**src/rtl/game_sequencer.sv**
```systemverilog
// game_sequencer: dot-runner controller sequencing IDLE/ARM/RUN/OVER, frame-aligned scroll steps,
// speed levels and collision detection. Define GAME_PAUSE_EN to add pause_btn and a PAUSE sub-state.
module game_sequencer #(
    parameter logic [23:0] BASE_RATE       = 24'd3000000,
    parameter logic [23:0] RATE_STEP       = 24'd200000,
    parameter logic [23:0] MIN_RATE        = 24'd600000,
    parameter logic [7:0]  STEPS_PER_LEVEL = 8'd64
) (
    input  logic       clk,
    input  logic       resetn,
    input  logic       go_btn,
    input  logic       stop_btn,
    input  logic       frame_done,
    input  logic [6:0] runner_h,
    input  logic [1:0] obstacle_h,
`ifdef GAME_PAUSE_EN
    input  logic       pause_btn,
`endif
    output logic       start,
    output logic       step,
    output logic       crash,
    output logic [3:0] level,
    output logic [1:0] state
);

    typedef enum logic [1:0] {
        S_IDLE = 2'd0,
        S_ARM  = 2'd1,
        S_RUN  = 2'd2,
        S_OVER = 2'd3
    } state_t;

    state_t      state_q, state_d;
    logic        go_prev_q, stop_prev_q;
    logic        go_rise, stop_rise;
    logic [23:0] tick_cnt_q, tick_cnt_d;
    logic [23:0] cur_rate_q, cur_rate_d;
    logic        pending_q, pending_d;
    logic [7:0]  step_cnt_q, step_cnt_d;
    logic [3:0]  level_q, level_d;
    logic        step_q, step_d;
    logic        crash_q, crash_d;
    logic        start_q, start_d;
    logic        chk_q, chk_d;
    logic        running, expire, step_fire, collide;
    logic [24:0] rate_floor;

    assign go_rise    = go_btn & ~go_prev_q;
    assign stop_rise  = stop_btn & ~stop_prev_q;
    assign rate_floor = {1'b0, MIN_RATE} + {1'b0, RATE_STEP};

`ifdef GAME_PAUSE_EN
    logic pause_prev_q, pause_rise;
    logic paused_q, paused_d;
    assign pause_rise = pause_btn & ~pause_prev_q;
    assign running    = (state_q == S_RUN) && !paused_q;
    // A step is withheld on the pause edge so pending survives into PAUSE
    assign step_fire  = running && !pause_rise && frame_done && (pending_q || expire);
`else
    assign running    = (state_q == S_RUN);
    assign step_fire  = running && frame_done && (pending_q || expire);
`endif

    assign expire  = running && (tick_cnt_q == 24'd0);
    // chk_q marks the cycle after a step, when the datapath has settled
    assign collide = running && chk_q && (obstacle_h != 2'd0) && (runner_h <= {5'b0, obstacle_h});

    // Next-state logic; collision outranks stop
    always_comb begin
        state_d = state_q;
`ifdef GAME_PAUSE_EN
        paused_d = paused_q;
`endif
        case (state_q)
            S_IDLE: begin
                if (go_rise) state_d = S_ARM;
                else         state_d = S_IDLE;
            end
            S_ARM: state_d = S_RUN;
            S_RUN: begin
`ifdef GAME_PAUSE_EN
                if (paused_q) begin
                    if (stop_rise) begin
                        state_d  = S_IDLE;
                        paused_d = 1'b0;
                    end else if (pause_rise) paused_d = 1'b0;
                    else                     paused_d = 1'b1;
                end else if (collide)   state_d  = S_OVER;
                else if (stop_rise)     state_d  = S_IDLE;
                else if (pause_rise)    paused_d = 1'b1;
                else                    state_d  = S_RUN;
`else
                if (collide)        state_d = S_OVER;
                else if (stop_rise) state_d = S_IDLE;
                else                state_d = S_RUN;
`endif
            end
            S_OVER: begin
                if (go_rise) state_d = S_IDLE;
                else         state_d = S_OVER;
            end
            default: state_d = S_IDLE;
        endcase
    end

    // Tick timer, pending flag and level/rate progression
    always_comb begin
        tick_cnt_d = tick_cnt_q;
        pending_d  = pending_q;
        step_cnt_d = step_cnt_q;
        level_d    = level_q;
        cur_rate_d = cur_rate_q;
        if (state_q == S_ARM) begin
            tick_cnt_d = BASE_RATE - 24'd1;
            pending_d  = 1'b0;
            step_cnt_d = 8'd0;
            level_d    = 4'd0;
            cur_rate_d = BASE_RATE;
        end else if (running) begin
            if (expire) tick_cnt_d = cur_rate_q - 24'd1;
            else        tick_cnt_d = tick_cnt_q - 24'd1;
            pending_d = (pending_q | expire) & ~step_fire;
            if (step_fire) begin
                if (step_cnt_q == STEPS_PER_LEVEL - 8'd1) begin
                    step_cnt_d = 8'd0;
                    if (level_q != 4'd15) level_d = level_q + 4'd1;
                    else                  level_d = level_q;
                    if ({1'b0, cur_rate_q} >= rate_floor) cur_rate_d = cur_rate_q - RATE_STEP;
                    else                                  cur_rate_d = MIN_RATE;
                end else begin
                    step_cnt_d = step_cnt_q + 8'd1;
                end
            end else begin
                step_cnt_d = step_cnt_q;
            end
        end else begin
            tick_cnt_d = tick_cnt_q;
        end
    end

    // Registered output values derived from the next state
    always_comb begin
        step_d  = step_fire && (state_d == S_RUN);
        chk_d   = step_q;
        crash_d = (state_d == S_OVER);
        start_d = (state_d == S_IDLE) || (state_d == S_ARM);
    end

    // State and datapath registers with synchronous active-low reset
    always_ff @(posedge clk) begin
        if (!resetn) begin
            state_q     <= S_IDLE;
            go_prev_q   <= 1'b0;
            stop_prev_q <= 1'b0;
            tick_cnt_q  <= BASE_RATE - 24'd1;
            cur_rate_q  <= BASE_RATE;
            pending_q   <= 1'b0;
            step_cnt_q  <= 8'd0;
            level_q     <= 4'd0;
            step_q      <= 1'b0;
            crash_q     <= 1'b0;
            start_q     <= 1'b1;
            chk_q       <= 1'b0;
        end else begin
            state_q     <= state_d;
            go_prev_q   <= go_btn;
            stop_prev_q <= stop_btn;
            tick_cnt_q  <= tick_cnt_d;
            cur_rate_q  <= cur_rate_d;
            pending_q   <= pending_d;
            step_cnt_q  <= step_cnt_d;
            level_q     <= level_d;
            step_q      <= step_d;
            crash_q     <= crash_d;
            start_q     <= start_d;
            chk_q       <= chk_d;
        end
    end

`ifdef GAME_PAUSE_EN
    // Pause button edge detect and pause flag
    always_ff @(posedge clk) begin
        if (!resetn) begin
            pause_prev_q <= 1'b0;
            paused_q     <= 1'b0;
        end else begin
            pause_prev_q <= pause_btn;
            paused_q     <= paused_d;
        end
    end
`endif

    assign start = start_q;
    assign step  = step_q;
    assign crash = crash_q;
    assign level = level_q;
    assign state = state_q;

endmodule
```
**config.mk**
```make
export PLATFORM = sky130hd
export DESIGN_NAME = game_sequencer
export DESIGN_NICKNAME = d
export VERILOG_FILES = /design/src/rtl/game_sequencer.sv
export SDC_FILE = /design/constraint.sdc
export NUM_CORES = 1
export LEC_CHECK = 0
export BUFFER_PORTS_ARGS = -buffer_cell sky130_fd_sc_hd__buf_2
export CORE_MARGIN = 5
export CORE_UTILIZATION = 35
export DETAILED_ROUTE_END_ITERATION = 10
export PLACE_DENSITY = 0.55
export SKIP_CTS_REPAIR_TIMING = 1
export SYNTH_ARGS = -nofsm -noshare
export SYNTH_HDL_FRONTEND = slang
export SYNTH_SLANG_ARGS = --single-unit
```
**constraint.sdc**
```tcl
create_clock -name clk -period 3.01 [get_ports clk]
set_clock_uncertainty 0.15 [all_clocks]
set_input_delay 0.1505 -clock clk [delete_from_list [all_inputs] [get_ports clk]]
set_output_delay 0.1505 -clock clk [all_outputs]
set_load 0.005 [all_outputs]
```
# After elaboration in Yosys (flattened, before gate mapping)
# Cells that the tools add are included.
# op_classes
n_mux	8
n_eq_ne	8
bitwise	8
n_lt_le_gt_ge	2
n_reduce_logical	17
add_sub_neg	5
# op_table
op	n
24-bit two-way mux	2
24-bit by 1-bit subtractor with 24-bit output, second input constant	2
24-bit by 20-bit greater-or-equal comparator with 1-bit output, second input constant	1
24-bit logical NOT	1
24-bit by 18-bit subtractor with 24-bit output, second input constant	1
8-bit by 1-bit adder with 8-bit output, second input constant	1
2-bit equality test, second input constant	4
8-bit by 6-bit equality test with 1-bit output, second input constant	1
8-bit two-way mux	1
2-bit one-hot mux with 4 select lines	1
7-bit by 2-bit less-or-equal comparator with 1-bit output	1
1-bit logical AND	7
2-bit two-way mux	3
4-bit by 1-bit adder with 4-bit output, second input constant	1
2-bit by 1-bit equality test with 1-bit output, second input constant	2
2-bit logical NOT	2
4-bit != test, second input constant	1
1-bit NOT	4
4-bit AND reduction	1
1-bit bitwise AND	3
3-bit AND reduction	1
1-bit logical OR	2
2-bit AND reduction	1
2-bit nonzero test	1
3 further kinds	3
# word_totals
inputBits	14
wordCells	60
ff_bits	69
out_inout_bits	9

# Logic depth before layout (Yosys ltp)
# depth
ltp_word	8
mapped_depth	9
ltp_nobuf	9

# Worst setup path before layout
# OpenSTA, ideal clock, no wires.
# synth_path
path_kind	register -> register
start	register state_q[1], in the netlist state[1]
end	register tick_cnt_q[14]
t_required_ps	2739
setup_ps	121
n_path_buf	1
period_less_slack_ps	2645
setup_slack_ps	365
path_stages_with_launch	8
t_arrival_ps	2374
path_cell_list	dfxtp_1 > or4b_1 > nor4_4 > and2_1 > buf_4 > a21oi_2 > or4_1 > nor3b_1
# synth_via
elab_chain_cells	3
elab_cells_between_ends	5
classes_between	2 x eq/ne; 1 x mux; 2 x reduce/logical
# synth_rtl
element	line_no	source
from (decl)	33	state_t state_q, state_d;
from (signal assigned)	165	state_q <= state_d;
2-bit equality test	60	assign running = (state_q == S_RUN);
1-bit logical AND	64	assign expire = running && (tick_cnt_q == 24'd0);
24-bit two-way mux	120	if (expire) tick_cnt_d = cur_rate_q - 24'd1;
to (signal assigned)	155	tick_cnt_q <= BASE_RATE - 24'd1;
to (signal assigned)	168	tick_cnt_q <= tick_cnt_d;
to (decl)	36	logic [23:0] tick_cnt_q, tick_cnt_d;
# Parallel ways exist; a longest one is shown, timed or not.
# A chain may end at the register's enable or synchronous reset.

# Final worst setup path
# layout_path
start	register tick_cnt_q[0]
end	register tick_cnt_q[19]
# layout_via
elab_chain_cells	3
elab_cells_between_ends	4
classes_between	1 x add/sub; 1 x mux; 2 x reduce/logical
# layout_rtl
element	line_no
branches (longest 2 deep; another with 24-bit by 1-bit subtractor with 24-bit output)	--
24-bit two-way mux *	120
# Mark *: on every way between the ends.

==> Implementation_results.wiki <==
{| class="wikitable"
! Metric !! Value
|-
| Worst Path Arrival || between 2 and 3 ns
|-
| Result of the run || completed
|-
| First element of the critical path || tick_cnt_q[0]
|-
| Post-synthesis to final-layout area growth || 16.7%
|-
| Worst hold-check path type || input port to flip-flop
|-
| Post-synthesis instance area || 3840 um2
|-
| Pre-Repair DR Iteration Count || 4
|-
| Layout cells sized above 1 || 16.0%
|-
| Switching power as a share of total power || about a quarter
|-
| Routed via count divided by cell count || between 5 and 6
|-
| Post-synthesis async set-or-reset flop share || 0%
|-
| Register clock-pin slew on the reported worst setup and hold paths || approximately 0.080 ns
|-
| Reg2Reg Launch Point || tick_cnt_q[0]
|-
| Remaining DRCs || 0
|-
| Upper clock frequency limit || 355 MHz
|-
| Total power || 0.00171 W
|-
| Required time of the critical path || just over 3 ns
|-
| Cell count of the worst hold path || 3
|-
| Floorplan die width || 115 um
|-
| Cts bufs inserted || 9
|-
| Wire per inst || 16.2 um
|-
| Die ar. || approximately 13000 um2
|-
| Root buffer cell || sky130_fd_sc_hd__clkbuf_8
|-
| Final slew viol count || 0
|-
| Shortest clock period the worst path allows after layout || about 2.8 ns
|-
| Number of port buffers || 22
|-
| Fillcell total || 1108
|-
| Wire length of the first global-routing pass || 18300 um
|-
| Fin Hold WS || 0.0133 ns
|-
| Internal power || between 0.001 and 0.0015 W
|-
| Maximum count of clock buffers along a single path || 2
|-
| DRC violation total after the first TritonRoute iteration || 266
|-
| Critical Path Fanout Max || 8
|-
| Number of antenna violations at the first check in global routing || 0
|-
| Largest net degree at the start of global routing || 28
|-
| Number of top-level design ports || 23
|-
| Worst slew pin tran || between 0.6 and 0.7 ns
|-
| Reported max-cap violation count || 0
|-
| Ys flop type || sky130_fd_sc_hd__dfxtp_1
|-
| Final Hold Fails || 0
|-
| Detailed-placement wirelength estimate || between 7000 and 8000 um
|-
| Routed WL || 10900 um
|-
| Synth Area per Inst || 7.83 um2
|-
| Die Y-Extent || between 100 and 150 um
|-
| Aggregate negative setup slack || 0 ns
|-
| Hold path endpoint || pending_q
|-
| Cell Rows || 38
|-
| Element type at the critical path end || flip-flop
|-
| Final antenna diode count || 0
|-
| Total nets after synthesis || between 500 and 600
|-
| Combinational fraction of design power || 5.6%
|-
| Sinks on Clock Net || 63
|-
| Remaining antenna violation count after routing || 0
|-
| Post-synth EDFFs || 0
|-
| Placed cell count || 651
|-
| Overflow left after global routing || 0
|-
| Biggest area consumer among synthesized cells || sky130_fd_sc_hd__dfxtp_1
|-
| Cell variety after synth || 68
|-
| Hold Startpoint || frame_done
|-
| Worst skew pair latency || between 0.3 and 0.4 ns
|-
| IR drop worst, VDD || 0.000245 V
|-
| Net count reported at finish || 548
|-
| Number of warnings reported in the yosys synthesis log || 0
|-
| Finish-stage setup viols || 0
|-
| Depth of the worst register-to-register path || 7
|-
| Portion of synthesized cell area occupied by the leading cell type || 32.8%
|-
| Share of the yosys chip area belonging to registers || 32.8%
|-
| CTS H-tree lvls || 3
|-
| Cells after Synth || 491
|-
| Fraction of power consumed by the clock network || 45.2%
|-
| Worst reg2reg endpoint || tick_cnt_q[19]
|-
| Leakage power || ~1.6 nW
|-
| Pwr dens || 381 nW/um2
|-
| Final critical-path share of the clock period || between 90% and 100%
|-
| Crit path kind || flip-flop to flip-flop
|-
| Sequential share of power || roughly 50%
|-
| All-layer global routing usage || 17.0%
|-
| Top library cells by usage in the layout, fill and taps aside || sky130_fd_sc_hd__dfxtp_1 (63), sky130_fd_sc_hd__nor2_1 (40), sky130_fd_sc_hd__nand2_1 (36)
|-
| Switching Power || 0.000440 W
|-
| Startpoint Class || flip-flop
|-
| Via count of the routed design || 3852
|-
| Number of global-route vias before repair || 3692
|-
| Reg2Reg Setup Slack || 0.19 ns
|-
| Placeable core region || 10800 um2
|-
| Max transition margin || ~56%
|-
| RSZ-0062 raised after global routing || false
|-
| Weighted congestion at the end of routability-driven global placement || 0.952
|-
| Most common cell after layout, fill and taps aside || sky130_fd_sc_hd__dfxtp_1
|-
| Starting Density || a little over a third
|-
| TritonCTS clock tree || yes
|-
| Post-layout instance count excluding filler cells || 672
|-
| Ranking of synthesized cells by area || sky130_fd_sc_hd__dfxtp_1 (33%), sky130_fd_sc_hd__o21ai_0 (4.2%), sky130_fd_sc_hd__nor2_1 (3.9%)
|-
| Post-synthesis sequential element count || 63
|}
-- power groups by stage --
stage | clock, W | combinational, W | sequential [W]
3_3_place_gp | 0 | 0.0000906 | 0.000860
2_1_floorplan | 0 | 0.0000490 | 0.000862
4_1_cts | 0.000799 | 0.0000924 | 0.000841
6_report | 0.000772 | 0.0000962 | 0.000841
3_5_place_dp | 0 | 0.0000920 | 0.000861
5_1_grt | 0.000830 | 0.000107 | 0.000842
-- layout make-up --
| class | count | area, um2 | area share (%) |
|---|---|---|---|
| Multi-Input combinational cell | 380 | 2400 | 53.4 |
| Sequential cell | 63 | 1260 | 28.1 |
| Timing Repair Buffer | 58 | 393 | 8.75 |
| Tap cell | 140 | 175 | 3.90 |
| Clock buffer | 9 | 124 | 2.76 |
| Clock inverter | 7 | 80.1 | 1.78 |
| Inverter | 15 | 56.3 | 1.25 |
-- per-stage QoR --
| step | cell area, um2 | util (%) | setup slack, ns |
|---|---|---|---|
| finish | 4490 | 41.6 | 0.193 |
| global route | 4490 | 41.6 | 0.00232 |
| CTS | 4440 | 41.1 | 0.185 |
| detailed placement | 4230 | 39.2 | 0.212 |
| global placement | 4230 | 39.2 | 0.280 |
| floorplan | 3840 | - | 0.365 |
-- registers in the layout, indices dropped and copies added (netlist names) --
signal       count
cur_rate_q      18
state            2
crash            1
level            4
step_cnt_q       8
step             1
tick_cnt_q      24
pending_q        1
start            1
chk_q            1
stop_prev_q      1
go_prev_q        1
-- cells in the mapped netlist, types with 7 or more instances --
library cell and instances:
sky130_fd_sc_hd__a211oi_1 7, sky130_fd_sc_hd__a21oi_1 25, sky130_fd_sc_hd__a31oi_1 16, sky130_fd_sc_hd__and2_1 8, sky130_fd_sc_hd__and3_1 8, sky130_fd_sc_hd__clkbuf_1 27
sky130_fd_sc_hd__dfxtp_1 63, sky130_fd_sc_hd__ha_1 7, sky130_fd_sc_hd__inv_1 14, sky130_fd_sc_hd__nand2_1 36, sky130_fd_sc_hd__nand3_1 15, sky130_fd_sc_hd__nor2_1 40
sky130_fd_sc_hd__nor3_1 23, sky130_fd_sc_hd__nor4_1 15, sky130_fd_sc_hd__o211ai_1 7, sky130_fd_sc_hd__o21ai_0 32, sky130_fd_sc_hd__or3_1 14, sky130_fd_sc_hd__or4_1 9
sky130_fd_sc_hd__xnor2_1 8
-- per-layer routing --
metal | vias up | global-route usage [%] | wire length [um]
li1 | 1917 | - | -
met1 | 1829 | 23.4 | 5230
met2 | 91 | 27.3 | 5070
met3 | 15 | 2.95 | 441
met4 | 0 | 5.48 | 162
met5 | - | 0 | 0
-- how the worst max path moves through the flow --
| stage | slack (ns) | end |
|---|---|---|
| 4_1_cts | 0.18 | cur_rate_q[14] |
| 6_report | 0.19 | tick_cnt_q[19] |
| 3_3_place_gp | 0.28 | tick_cnt_q[14] |
| 3_5_place_dp | 0.21 | tick_cnt_q[19] |
| 2_1_floorplan | 0.37 | tick_cnt_q[14] |
| 5_1_grt | 0.002 | tick_cnt_q[11] |
-- logic make-up after synthesis --
group,after synthesis,synth area share [%]
adders and majority gates,7,2.28
muxes,6,1.63
AOI/OAI and AO/OA,140,24.2
DFF,63,32.8
and+or+nand+nor,213,30.8
xor gates and xnor gates,14,3.19
buffers and inverters,48,5.01
-- worst max-delay path: stages, from the launching register on --
cell and delay, ns:
sky130_fd_sc_hd__dfxtp_1 0.33, sky130_fd_sc_hd__or4b_1 0.66, sky130_fd_sc_hd__nor4_4 0.43, sky130_fd_sc_hd__and2_1 0.32
sky130_fd_sc_hd__buf_4 0.21, sky130_fd_sc_hd__a22oi_1 0.06, sky130_fd_sc_hd__or4_1 0.41, sky130_fd_sc_hd__o311a_1 0.12
Note: power is estimated with default switching activity, not from simulation.
